## config.mk

```make
export PLATFORM = sky130hd
export DESIGN_NAME = pattern_shifter_flat
export DESIGN_NICKNAME = d
export VERILOG_FILES = /design/src/rtl/pattern_shifter_if.sv /design/src/rtl/pattern_shifter.sv /design/src/flat_wrapper.sv
export SDC_FILE = /design/constraint.sdc
export NUM_CORES = 1
export LEC_CHECK = 0
export CORE_MARGIN = 2
export CORE_UTILIZATION = 53
export CTS_CLUSTER_DIAMETER = 60
export CTS_CLUSTER_SIZE = 14
export DETAILED_ROUTE_END_ITERATION = 8
export GPL_TIMING_DRIVEN = 0
export PLACE_DENSITY_LB_ADDON = 0.2
export REMOVE_ABC_BUFFERS = 1
export SETUP_SLACK_MARGIN = 0.2
export SLEW_MARGIN = 15
export SYNTH_ARGS = -nofsm -noshare
export SYNTH_HDL_FRONTEND = slang
export SYNTH_SLANG_ARGS = --single-unit
```

## constraint.sdc

```tcl
create_clock -name MasterClock -period 5 [get_ports MasterClock]
set_clock_uncertainty 0.2 [all_clocks]
set_input_delay 1.5 -clock MasterClock [delete_from_list [all_inputs] [get_ports MasterClock]]
set_output_delay 1.5 -clock MasterClock [all_outputs]
set_load 0.005 [all_outputs]
```

## src/rtl/pattern_shifter_if.sv

```systemverilog
// pattern_shifter_if: pattern-request and pixel-delivery signals of pattern_shifter.
interface pattern_shifter_if;
  logic [7:0] PATD;
  logic       PATVALID;
  logic       PATREQ;
  logic       START;
  logic [1:0] MODE;
  logic [7:0] LEN;
  logic       PIXVLD;
  logic       PIXRDY;
  logic [7:0] PIXD;
  logic       BUSY;
  logic       DONE;
  modport master (
    output PATD, PATVALID, START, MODE, LEN, PIXRDY,
    input  PATREQ, PIXVLD, PIXD, BUSY, DONE
  );
  modport slave (
    input  PATD, PATVALID, START, MODE, LEN, PIXRDY,
    output PATREQ, PIXVLD, PIXD, BUSY, DONE
  );
endinterface

```

## src/rtl/pattern_shifter.sv

```systemverilog
// pattern_shifter: serialises pattern bytes into 1/4/8 bpp pixels for a programmed run.
// Define PATSHIFT_PREFETCH_EN to add a one-byte holding register for bubble-free byte changes.
module pattern_shifter (
  input  logic              MasterClock,
  input  logic              RESETL,
  pattern_shifter_if.slave  bus
);
  typedef enum logic [1:0] {IDLE, FETCH, RUN} state_t;
  state_t      state, state_nx;
  logic [1:0]  mode;
  logic [8:0]  rem;
  logic [7:0]  sh;
  logic [3:0]  cnt;
  logic        done;
  logic [3:0]  ppb;
  logic        xfer, take, last, empty, nxt_ok;
  logic [7:0]  sh_adv, nxt_byte;
  assign ppb    = mode == 2'b00 ? 4'd8 : mode == 2'b01 ? 4'd2 : 4'd1;
  assign xfer   = bus.PIXVLD & bus.PIXRDY;
  assign take   = bus.PATVALID & bus.PATREQ;
  assign last   = xfer && rem == 9'd1;
  assign empty  = xfer && cnt == 4'd1;
  assign sh_adv = mode == 2'b00 ? {sh[6:0], 1'b0} : mode == 2'b01 ? {sh[3:0], 4'b0} : 8'h00;
`ifdef PATSHIFT_PREFETCH_EN
  logic [7:0] hold;
  logic       hv;
  // Only request while the run still needs pixels beyond the current shift byte.
  assign bus.PATREQ = state == FETCH || (state == RUN && !hv && rem > {5'b0, cnt});
  assign nxt_ok     = hv | take;
  assign nxt_byte   = hv ? hold : bus.PATD;
  always_ff @(posedge MasterClock or negedge RESETL)
    if (!RESETL) begin
      hold <= 8'h00;
      hv   <= 1'b0;
    end else if (state != RUN || last || (empty && hv)) begin
      hv   <= 1'b0;
    end else if (take && !empty) begin
      hold <= bus.PATD;
      hv   <= 1'b1;
    end
`else
  assign bus.PATREQ = state == FETCH;
  assign nxt_ok     = 1'b0;
  assign nxt_byte   = bus.PATD;
`endif
  assign bus.PIXVLD = state == RUN;
  assign bus.PIXD   = state != RUN ? 8'h00 : mode == 2'b00 ? {7'b0, sh[7]} :
                      mode == 2'b01 ? {4'b0, sh[7:4]} : sh;
  assign bus.BUSY   = state != IDLE;
  assign bus.DONE   = done;
  always_comb begin
    state_nx = state;
    unique case (state)
      IDLE:    state_nx = bus.START ? FETCH : IDLE;
      FETCH:   state_nx = take ? RUN : FETCH;
      RUN:     state_nx = last ? IDLE : (empty && !nxt_ok) ? FETCH : RUN;
      default: state_nx = IDLE;
    endcase
  end
  always_ff @(posedge MasterClock or negedge RESETL)
    if (!RESETL) begin
      state <= IDLE;
      mode  <= 2'b00;
      rem   <= 9'd0;
      sh    <= 8'h00;
      cnt   <= 4'd0;
      done  <= 1'b0;
    end else begin
      state <= state_nx;
      done  <= last;
      if (state == IDLE && bus.START) begin
        mode <= bus.MODE;
        rem  <= bus.LEN == 8'd0 ? 9'd256 : {1'b0, bus.LEN};
      end
      if (state == FETCH && take) begin
        sh  <= bus.PATD;
        cnt <= ppb;
      end
      if (xfer) begin
        rem <= rem - 9'd1;
        sh  <= empty && nxt_ok && !last ? nxt_byte : sh_adv;
        cnt <= empty && nxt_ok && !last ? ppb : cnt - 4'd1;
      end
    end
endmodule
```

## src/flat_wrapper.sv

```systemverilog
// flat-port wrapper written by rule: the top's interface ports become plain ports
module pattern_shifter_flat 
  (MasterClock, RESETL, bus_PATD, bus_PATVALID, bus_START, bus_MODE, bus_LEN, bus_PIXRDY, bus_PATREQ, bus_PIXVLD, bus_PIXD, bus_BUSY, bus_DONE);
  pattern_shifter_if bus_i ();
  input  logic MasterClock;
  input  logic RESETL;
  input wire logic [$bits(bus_i.PATD)-1:0] bus_PATD;
  input wire logic [$bits(bus_i.PATVALID)-1:0] bus_PATVALID;
  input wire logic [$bits(bus_i.START)-1:0] bus_START;
  input wire logic [$bits(bus_i.MODE)-1:0] bus_MODE;
  input wire logic [$bits(bus_i.LEN)-1:0] bus_LEN;
  input wire logic [$bits(bus_i.PIXRDY)-1:0] bus_PIXRDY;
  output wire logic [$bits(bus_i.PATREQ)-1:0] bus_PATREQ;
  output wire logic [$bits(bus_i.PIXVLD)-1:0] bus_PIXVLD;
  output wire logic [$bits(bus_i.PIXD)-1:0] bus_PIXD;
  output wire logic [$bits(bus_i.BUSY)-1:0] bus_BUSY;
  output wire logic [$bits(bus_i.DONE)-1:0] bus_DONE;
  assign bus_i.PATD = bus_PATD;
  assign bus_i.PATVALID = bus_PATVALID;
  assign bus_i.START = bus_START;
  assign bus_i.MODE = bus_MODE;
  assign bus_i.LEN = bus_LEN;
  assign bus_i.PIXRDY = bus_PIXRDY;
  assign bus_PATREQ = bus_i.PATREQ;
  assign bus_PIXVLD = bus_i.PIXVLD;
  assign bus_PIXD = bus_i.PIXD;
  assign bus_BUSY = bus_i.BUSY;
  assign bus_DONE = bus_i.DONE;
  pattern_shifter u_core (.MasterClock(MasterClock), .RESETL(RESETL), .bus(bus_i));
endmodule
```

==> metrics.txt <==
die height 57.1 µm; WP data arrival between 1.5 and 2 ns; H-tree levels 1; VDD IR-drop max 0.350 mV; setup violators final 0; Longest Clk Path Bufs 2; ys async rst share 100%; # port buffers 34; Initial Util 55.1%; Post-Synth Adder-Cell Area 3.35%; routed vias/inst 6.12; Worst-path clk slew roughly 0.15 ns; drt wl/cell 15.9 µm; synth cell count leaders dfrtp_1 (26), nor2_1 (17), nand2_1 (16); Slew @ Worst Pin between 0.6 and 0.7 ns; CTS Hold Bufs 0; DIE WIDTH ~57 µm; #FFs+latches synth 26; unrepaired setup endpoints after global routing no; Power Density 494 mW/mm²; synthesized area per cell 9.16 µm²; clock sinks 26; remaining antenna violation count 0; crit end category output pin; maxcap violations 0; Area growth, synth to finish 25.8%; sequential-to-total area share from yosys stat a little over two fifths; CP max stage cell dfrtp_1; synth unique cells 38; Root Driver clkbuf_4; Post-CTS Resized 0; Via Count 1,377; Simple-Gate Fraction of Synth Area approximately a quarter; Synth Area in Compound Gates 15.6%; nets around 220; Detailed Routing Iterations Pass 1 4; aggregate global routing overflow 0; DR DRC count 0; hold_ws 0.309 ns; Final period util 73.3%; io pins 35; largest net degree at the start of global routing 27; drt total wl approximately 3600 µm; CORE AREA 0.00271 mm²; largest family of logic cells by synthesized area simple AND/OR/NAND/NOR gates; final instance area approximately 0.0019 mm²; crit path cell chain nor2b_1, a22oi_1, nor2_1, clkdlybuf4s50_1; Synth area leader dfrtp_1; RD Place Congestion 0.860; Setup Buffers After CTS 0; Slew Viols, Final 0; CTS tree yes; total track usage a little under a quarter; placed cell area 0.00184 mm²; synth warn 0; Row Count 19; number of antenna diodes 0; Total Die Area ~0.0033 mm²; LEAKAGE 0.830 nW; Max Freq 273 MHz; worst-skew pair later-pin latency 0.33 ns; post-synthesis xor/xnor area fraction 0%; fraction of layout cells with a size suffix above 1 under 10%; min cycle time layout around 3.7 ns; global-route wire length before repair 6020 µm; crit-path max FO 10; outcome finished, final reports clean; Buf/Inv on CP 1; initial DRC count 46; crit-path max cell delay 0.63 ns; WP data required ~3.3 ns; CP Class flop to output pin; EDFF count, synth 0; synthesized area between 0.001 and 0.0015 mm²; count leader, synth dfrtp_1; CTS Buf Count 3; Gate Count Post-Synth 163; dpl hpwl about 2700 µm; Fin Setup TNS 0 ns; CP Launch Type flop; post-synthesis mux area share 8.05%; vias in the first global route roughly 1,400; Max-slew headroom 53.5%; initial antenna violation count 0; Hold/Removal Path Class flop to flop; family with the most delay on the worst path flip-flops; Reg2Reg Setup Slack 2.90 ns; prevailing post-synth register cell dfrtp_1; final hold violation count 0; Yosys top cell area share about 44%; largest cells by area after synthesis dfrtp_1 (44%), mux2i_1 (8.0%), nor2_1 (4.3%)
==> power by group <==
group	internal [W]	total, W	switching [W]	leakage (nW)
clock	0.0000446	0.000109	0.0000647	0.0210
sequential	0.000300	0.000425	0.000125	0.324
combinational	0.000196	0.000393	0.000197	0.485
==> per-stage QoR <==
step / utilization, % / std cells / setup WS, ns / power (W)
floorplan: - / 156 / 2.10 / 0.000664
global placement: 68.0 / 221 / 1.22 / 0.000797
detailed placement: 68.0 / 221 / 1.04 / 0.000823
CTS: 69.3 / 225 / 1.32 / 0.000928
global route: 69.3 / 225 / 1.21 / 0.00100
finish: 69.3 / 225 / 1.33 / 0.000928
==> registers in the layout (all words and copies together), names as in the netlist <==
| signal | count |
|---|---|
| u_core.rem | 9 |
| u_core.sh | 8 |
| u_core.cnt | 4 |
| u_core.mode | 2 |
| u_core.state | 2 |
| u_core.bus.DONE | 1 |
==> layer usage <==
layer | share of wire, % | global-route usage, %
met5 | 0 | 0
met3 | 4.2 | 3.40
met2 | 51 | 43.0
met4 | 1.9 | 10.3
met1 | 43 | 27.3
==> path summary, 6_finish.rpt <==
path / cells after the start / startpoint / end
min reg2reg: 1 / u_core.rem[8] / u_core.bus.DONE
max reg2reg: 3 / u_core.state[0] / u_core.state[0]
max in group asynchronous: 1 / RESETL / u_core.rem[8]
max: 4 / u_core.mode[0] / bus_PIXD[2]
min: 1 / u_core.rem[8] / u_core.bus.DONE
min in group asynchronous: 1 / RESETL / u_core.sh[7]
==> worst reg2reg max path: cells and delay by family (launching register included) <==
family           cells  cell delay [ns]
AND/OR/NAND/NOR      2             1.13
AO/OA/AOI/OAI        1             0.23
flip-flops           1             0.48
==> cell families after synthesis <==
family / count (synthesis)
flops: 26
fa+ha+maj: 4
simple gates: 71
mux: 12
compound gates: 35
buf+inv: 15
==> cells in the final DEF, fill, tap and decap left out, types with 2 or more instances in the layout <==
master	netlist	routed
a211oi_1	3	3
a21oi_1	5	5
a22oi_1	4	4
and3_1	4	4
clkbuf_4	0	3
clkdlybuf4s50_1	0	33
dfrtp_1	26	26
ha_1	4	4
inv_1	8	8
mux2i_1	12	12
nand2_1	16	16
nand3_1	9	9
nand3b_1	2	2
nor2_1	17	17
nor2b_1	2	2
nor3_1	3	3
nor4_1	3	3
nor4b_1	2	2
o211ai_1	3	3
o21ai_0	11	11
o311ai_0	2	2
o31ai_1	2	2
or3_1	4	4
==> layout make-up <==
| type | count | area [µm²] |
|---|---|---|
| Sequential cell | 26 | 651 |
| Multi-Input combinational cell | 122 | 787 |
| Tap cell | 31 | 38.8 |
| Inverter | 8 | 30.0 |
| Timing Repair Buffer | 34 | 335 |
| Fill cell | 237 | 832 |
| Clock buffer | 4 | 36.3 |
(Power assumes the default switching activity.)
